**config.mk**
```make
export PLATFORM = sky130hd
export DESIGN_NAME = mfp_uart_transmitter
export DESIGN_NICKNAME = d
export VERILOG_FILES = /design/src/rtl/mfp_uart_transmitter_pkg.sv /design/src/rtl/mfp_uart_tx_fifo.sv /design/src/rtl/mfp_uart_transmitter.sv
export SDC_FILE = /design/constraint.sdc
export NUM_CORES = 1
export LEC_CHECK = 0
export ABC_AREA = 1
export ABC_CLOCK_PERIOD_IN_PS = 2700
export BUFFER_PORTS_ARGS = -buffer_cell sky130_fd_sc_hd__buf_2
export CORE_AREA = 2 2 111 113
export DETAILED_ROUTE_END_ITERATION = 16
export DIE_AREA = 0 0 113 115
export GPL_TIMING_DRIVEN = 0
export MAX_ROUTING_LAYER = met4
export PLACE_DENSITY = 0.63
export SLEW_MARGIN = 20
export SYNTH_ARGS = -nofsm -noshare
export SYNTH_HDL_FRONTEND = slang
export SYNTH_SLANG_ARGS = --single-unit
```
**constraint.sdc**
```tcl
create_clock -name clock -period 2.7 [get_ports clock]
set_clock_uncertainty 0.05 [all_clocks]
set_input_delay 0 -clock clock [delete_from_list [all_inputs] [get_ports clock]]
set_output_delay 0 -clock clock [all_outputs]
set_load 0.1 [all_outputs]
```
**src/rtl/mfp_uart_transmitter_pkg.sv**
```systemverilog
// Shared configuration for the MFP UART transmitter: default baud rate and FSM state encodings.
// Defining MFP_UART_TX_PARITY_EN widens the state encoding to make room for the PARITY state.
package mfp_uart_transmitter_pkg;

  localparam int MFP_UART_BAUD_RATE = 115200;

`ifdef MFP_UART_TX_PARITY_EN
  typedef enum logic [2:0] {
    IDLE   = 3'd0,
    START  = 3'd1,
    DATA   = 3'd2,
    PARITY = 3'd3,
    STOP   = 3'd4
  } tx_state_t;
`else
  typedef enum logic [1:0] {
    IDLE  = 2'd0,
    START = 2'd1,
    DATA  = 2'd2,
    STOP  = 2'd3
  } tx_state_t;
`endif

  // Clocks per serial bit, rounded to the nearest integer.
  function automatic int baud_divisor(input int clk_freq, input int baud_rate);
    return (clk_freq + baud_rate / 2) / baud_rate;
  endfunction

endpackage

```
**src/rtl/mfp_uart_tx_fifo.sv**
```systemverilog
// Parameterised synchronous FIFO buffering CPU writes ahead of the UART shifter.
// Full/empty are decoded from a registered occupancy count; pointers wrap modulo depth.
module mfp_uart_tx_fifo #(
  parameter int ADDR_W = 3,
  parameter int WIDTH  = 8
) (
  input  logic             clock,
  input  logic             resetn,
  input  logic             push,
  input  logic             pop,
  input  logic [WIDTH-1:0] wr_data,
  output logic [WIDTH-1:0] rd_data,
  output logic             full,
  output logic             empty
);

  localparam int DEPTH = 1 << ADDR_W;

  logic [WIDTH-1:0]  mem [DEPTH];
  logic [ADDR_W-1:0] wr_ptr;
  logic [ADDR_W-1:0] rd_ptr;
  logic [ADDR_W:0]   count;
  logic              do_push;
  logic              do_pop;

  assign full    = (count == (ADDR_W + 1)'(DEPTH));
  assign empty   = (count == '0);
  assign do_push = push & ~full;
  assign do_pop  = pop & ~empty;
  assign rd_data = mem[rd_ptr];

  always_ff @(posedge clock) begin
    if (do_push) begin
      mem[wr_ptr] <= wr_data;
    end
  end

  always_ff @(posedge clock or negedge resetn) begin
    if (!resetn) begin
      wr_ptr <= '0;
      rd_ptr <= '0;
      count  <= '0;
    end else begin
      if (do_push) begin
        wr_ptr <= wr_ptr + 1'b1;
      end
      if (do_pop) begin
        rd_ptr <= rd_ptr + 1'b1;
      end
      // A simultaneous push and pop leaves the occupancy unchanged.
      case ({do_push, do_pop})
        2'b10:   count <= count + 1'b1;
        2'b01:   count <= count - 1'b1;
        default: count <= count;
      endcase
    end
  end

endmodule

```
**src/rtl/mfp_uart_transmitter.sv**
```systemverilog
// Byte-serial UART transmitter (8N1, LSB first) fed from a small write FIFO.
// Defining MFP_UART_TX_PARITY_EN inserts a parity bit (even by default, odd with PARITY_ODD=1).
module mfp_uart_transmitter
  import mfp_uart_transmitter_pkg::*;
#(
  parameter int CLK_FREQ    = 50000000,
  parameter int BAUD_RATE   = MFP_UART_BAUD_RATE,
  parameter int FIFO_ADDR_W = 3
`ifdef MFP_UART_TX_PARITY_EN
  ,
  parameter bit PARITY_ODD  = 1'b0
`endif
) (
  input  logic       clock,
  input  logic       resetn,
  input  logic       wr_en,
  input  logic [7:0] wr_data,
  output logic       full,
  output logic       empty,
  output logic       busy,
  output logic       overflow,
  output logic       tx
);

  localparam int DIV   = baud_divisor(CLK_FREQ, BAUD_RATE);
  localparam int CNT_W = (DIV > 2) ? $clog2(DIV) : 1;
  localparam logic [CNT_W-1:0] CNT_RELOAD = CNT_W'(DIV - 1);

  generate
    if (DIV < 2) begin : g_div_check
      $error("mfp_uart_transmitter: baud divisor %0d is below 2", DIV);
    end
  endgenerate

  tx_state_t  state;
  tx_state_t  state_next;
  logic [CNT_W-1:0] baud_cnt;
  logic [CNT_W-1:0] baud_cnt_next;
  logic [2:0] bit_idx;
  logic [2:0] bit_idx_next;
  logic [7:0] shift;
  logic [7:0] shift_next;
  logic [7:0] head;
  logic       pop;
  logic       tx_next;
  logic       cnt_zero;
`ifdef MFP_UART_TX_PARITY_EN
  logic       parity_bit;
  logic       parity_next;
`endif

  mfp_uart_tx_fifo #(
    .ADDR_W (FIFO_ADDR_W),
    .WIDTH  (8)
  ) u_fifo (
    .clock   (clock),
    .resetn  (resetn),
    .push    (wr_en),
    .pop     (pop),
    .wr_data (wr_data),
    .rd_data (head),
    .full    (full),
    .empty   (empty)
  );

  assign busy     = (state != IDLE);
  assign cnt_zero = (baud_cnt == '0);

  always_comb begin
    state_next    = state;
    baud_cnt_next = baud_cnt;
    bit_idx_next  = bit_idx;
    shift_next    = shift;
    pop           = 1'b0;
    tx_next       = 1'b1;
`ifdef MFP_UART_TX_PARITY_EN
    parity_next   = parity_bit;
`endif

    case (state)
      IDLE: begin
        if (!empty) begin
          pop           = 1'b1;
          shift_next    = head;
          baud_cnt_next = CNT_RELOAD;
          state_next    = START;
`ifdef MFP_UART_TX_PARITY_EN
          parity_next   = (^head) ^ PARITY_ODD;
`endif
        end
      end
      START: begin
        if (cnt_zero) begin
          baud_cnt_next = CNT_RELOAD;
          bit_idx_next  = 3'd0;
          state_next    = DATA;
        end else begin
          baud_cnt_next = baud_cnt - 1'b1;
        end
      end
      DATA: begin
        if (cnt_zero) begin
          baud_cnt_next = CNT_RELOAD;
          shift_next    = {1'b0, shift[7:1]};
          bit_idx_next  = bit_idx + 3'd1;
          if (bit_idx == 3'd7) begin
`ifdef MFP_UART_TX_PARITY_EN
            state_next = PARITY;
`else
            state_next = STOP;
`endif
          end
        end else begin
          baud_cnt_next = baud_cnt - 1'b1;
        end
      end
`ifdef MFP_UART_TX_PARITY_EN
      PARITY: begin
        if (cnt_zero) begin
          baud_cnt_next = CNT_RELOAD;
          state_next    = STOP;
        end else begin
          baud_cnt_next = baud_cnt - 1'b1;
        end
      end
`endif
      STOP: begin
        if (cnt_zero) begin
          state_next = IDLE;
        end else begin
          baud_cnt_next = baud_cnt - 1'b1;
        end
      end
      default: begin
        state_next = IDLE;
      end
    endcase

    // The line level is decided from the upcoming state so tx can be a plain register.
    case (state_next)
      START:   tx_next = 1'b0;
      DATA:    tx_next = shift_next[0];
`ifdef MFP_UART_TX_PARITY_EN
      PARITY:  tx_next = parity_next;
`endif
      default: tx_next = 1'b1;
    endcase
  end

  always_ff @(posedge clock or negedge resetn) begin
    if (!resetn) begin
      state    <= IDLE;
      baud_cnt <= '0;
      bit_idx  <= 3'd0;
      shift    <= 8'd0;
      tx       <= 1'b1;
      overflow <= 1'b0;
`ifdef MFP_UART_TX_PARITY_EN
      parity_bit <= 1'b0;
`endif
    end else begin
      state    <= state_next;
      baud_cnt <= baud_cnt_next;
      bit_idx  <= bit_idx_next;
      shift    <= shift_next;
      tx       <= tx_next;
      if (wr_en && full) begin
        overflow <= 1'b1;
      end
`ifdef MFP_UART_TX_PARITY_EN
      parity_bit <= parity_next;
`endif
    end
  end

endmodule

```
==> run summary <==
In this run the static leakage power is 0.00220 uW. In this run the deepest clock path goes through 2 buffers. The total nets after synthesis came out at 475. The half-perimeter wire length after placement came out at 6230 um. The number of setup violations in the final report came out at 0. The area of the die is 0.0130 mm2.

The worst setup path is launched from a flop. The pin count of the biggest net entering global routing is 35. The total of cells resized after clock tree synthesis is 0. IR analysis of the VDD net gives a maximum drop of 0.454 mV.

The die is 115 um tall. The path type of the worst setup path is flop to flop. For this run, the detailed router's first-pass iteration total came to 4. The total count of max-transition violations in the final report is 0.

The initial antenna violation count came to 0. The portion of the clock cycle consumed by the worst path in the final layout came out at 89.1%. The die is 113 um wide.

The slowest cell on the critical path is sky130_fd_sc_hd__dfrtp_1. The worst endpoint data arrival time came out at 2590 ps. TritonCTS built the clock tree. The routability congestion estimate from global placement is 0.859. After floorplanning, the core was divided into 40 placement rows. Measured against its own limit, the worst slew margin works out to 36.6%.

Once the clock tree was built, the setup fixing pass inserted 0 buffers. The most numerous cell type found on the critical path is sky130_fd_sc_hd__nand2_1. The pre-CTS setup slack came out at 299 ps. The count of endpoints failing hold in the final timing report is 0. In this run the register-to-register setup slack is 300 ps. Summed over all layers, the global routing overflow is 0. The power density over the cells is 725 mW/mm2.

The largest driver fanout on the critical path came out at 10. Across every metal layer, demand over resource in global routing totals 16.1%. The commonest non-fill, non-tap cell in the layout is sky130_fd_sc_hd__nand2_1. The timing-limited maximum frequency is 0.416 GHz. In the final layout, flip-flops and latches occupy 0.00277 mm2. Across all setup checks in the final design, the least slack found is 295 ps. The first global-routing pass estimated 15,400 um of wire. The area share of the largest cell type after synthesis is 41.5%. In the post-synthesis netlist, the biggest area contributors are sky130_fd_sc_hd__edfxtp_1 41%, sky130_fd_sc_hd__dfrtp_1 18%, sky130_fd_sc_hd__nand2_1 7.4%, sky130_fd_sc_hd__nor2_1 5.7%, sky130_fd_sc_hd__o21ai_0 3.7%.

The first routing iteration left 156 violations. The via density per instance came out at 4.93. The setup TNS came out at 0 ps. In this run, synthesis produced a sequential element count of 98. The number of clock sinks is 98. The area of the multi-input gates is 0.00166 mm2. The count of antenna-violating nets left after detailed routing is 0. The slew at the pin closest to its max-slew limit is 948 ps.

The count of buffers inserted at the top-level ports is 15. The routed layout has 3,144 vias. In the layout the commonest cells are 91 x sky130_fd_sc_hd__nand2_1, 70 x sky130_fd_sc_hd__nor2_1, 64 x sky130_fd_sc_hd__edfxtp_1, 34 x sky130_fd_sc_hd__o21ai_0, 33 x sky130_fd_sc_hd__dfrtp_1. The required time of the critical path is 2880 ps. The max-cap check violation count came out at 0. The detailed-route wire length came out at 9250 um. The count of cells along the worst register-to-register path is 14. The sequential fraction of the synthesis area came out at 59.9%. Counting every instance in the synthesized netlist gives 450. The total clock buffers created by CTS is 9. The clock transition at the register clock pins on the worst setup and hold paths after CTS is 70 ps. The run finished with clean final reports.

The largest single stage delay on the critical path is 420 ps. At the end of the flow, the number of nets in the layout was 511. The fill cell total of the finished layout came out at 1,100. The share of final-layout standard cells stronger than drive strength 1 came out at 17.3%. Setup repair after global routing left no endpoint under its margin. The synthesized netlist occupies a cell area of 0.00463 mm2. The buffer type at the clock tree root is sky130_fd_sc_hd__clkbuf_16. The worst min-delay path class is primary input to async pin.

In the final routed layout, each cell accounts on average for 14.5 um. The startpoint of the worst register-to-register path is state[0]. In this run the count of I/O pins placed on the die edge is 16. The latest clock arrival within the worst-skew pair came out at 350 ps.

The critical path goes through inv_2 > ha_4 > clkinvlp_4 > nor2_4 > buf_6 > ha_4 > ha_1 > nand2_1 > nand2_1 > a21oi_2 > nor2_1 > nor2_1 > nand2_1 > xor2_1. The time the final worst path needs with I/O delays and setup came out at 2400 ps. sky130_fd_sc_hd__edfxtp_1 takes more of the synthesized area than any other cell. The via count of the first global-routing pass is 3,152. The number of H-tree levels came out at 3. In the routed design, unresolved DRC markers number 0.

The count of warnings emitted by yosys came out at 0. The count of inserted antenna diode cells came out at 0. The area growth from synthesis to final layout came out at 15.6%. STA classifies the critical path endpoint as a flop. The starting density of the core is 39.2%. In this run the critical register-to-register path is captured at u_fifo.count[3]. After floorplanning, the core was sized to cover 0.0118 mm2. The average instance area after synthesis came out at 10.3 um2. Synthesis instantiated 40 different standard cells from the library. The end-of-flow core utilization is 45.3%.
-- cell type report --
class	instances	share of cell area (%)
Sequential cell	98	51.8
Multi-Input combinational cell	299	31.0
Clock buffer	9	4.20
Tap cell	147	3.43
Timing Repair Buffer	25	3.27
Inverter	41	3.04
Clock inverter	7	1.99
Buffer	12	1.24
-- sequential cells by signal, summed over array words and instances, names as in the netlist --
register,count
state,2
u_fifo.rd_ptr,3
tx,1
overflow,1
u_fifo.wr_ptr,3
u_fifo.count,4
bit_idx,3
baud_cnt,9
shift,8
u_fifo.mem,64
-- how the worst max path moves through the flow --
stage,startpoint,end,slack (ps),cells past startpoint
after detailed placement,state[0],u_fifo.count[3],300,14
after global routing,state[0],u_fifo.count[3],90,14
after global placement,state[0],u_fifo.count[3],350,14
final,state[0],u_fifo.count[3],300,14
after CTS,state[0],u_fifo.count[3],290,14
after floorplan,state[0],u_fifo.count[3],40,14
-- what timing repair did --
item,4_1_cts,5_1_grt
endpoints found under the setup margin,0,0
endpoints found under the hold margin,98,0
hold buffers,10,0
-- kinds of logic (layout without fill, tap and decap cells) --
logic type / after synthesis / after routing / share of synthesized area (%)
buf+inv: 53 / 94 / 4.86
simple gates: 211 / 211 / 21.4
flops: 98 / 98 / 59.9
xor+xnor: 7 / 7 / 1.32
fa+ha+maj: 14 / 14 / 3.94
compound gates: 67 / 67 / 8.56
-- cells in the mapped netlist, drive strengths merged --
library cell / number
a22o: 2
a21o: 1
inv: 40
nand4: 2
xnor2: 1
fa: 1
nand2: 98
xor2: 6
nor2: 82
buf: 10
dfstp: 1
nor3: 3
or2: 2
o211ai: 13
a22oi: 1
a21oi: 6
clkbuf: 2
clkinv: 1
edfxtp: 64
nand3: 24
ha: 13
o21ai: 43
dfrtp: 33
o22ai: 1
-- critical path: cells and delay by family (launching register included) --
kind / cells / cell delay (ps)
AOI/OAI and AO/OA: 1 / 140
xor gates and xnor gates: 1 / 140
adders and majority gates: 3 / 550
buffers and inverters: 3 / 480
DFF: 1 / 420
and+or+nand+nor: 6 / 500
-- metal layers --
layer  share of wire, %  global-route usage, %  vias to the layer above
met5                  0                      -                        -
met3                3.3                   3.64                       16
li1                   -                      -                     1577
met1                 45                   19.2                     1501
met4                2.1                   6.50                        0
met2                 50                   26.4                       50
-- power breakdown --
| part | internal [uW] | switching (uW) |
|---|---|---|
| clock | 830 | 585 |
| combinational | 144 | 430 |
| sequential | 1810 | 79.2 |
-- through the flow --
step / hold slack (ps) / power (uW) / instance area (um2) / instances
3_5_place_dp: 81.7 / 2490 / 4920 / 612
3_3_place_gp: 74.3 / 2470 / 4920 / 612
4_1_cts: 245 / 3920 / 5360 / 638
6_report: 217 / 3880 / 5360 / 638
5_1_grt: 303 / 4070 / 5360 / 638
2_1_floorplan: -346 / 2340 / 4670 / 450
Note: power is estimated with default switching activity, not from simulation.
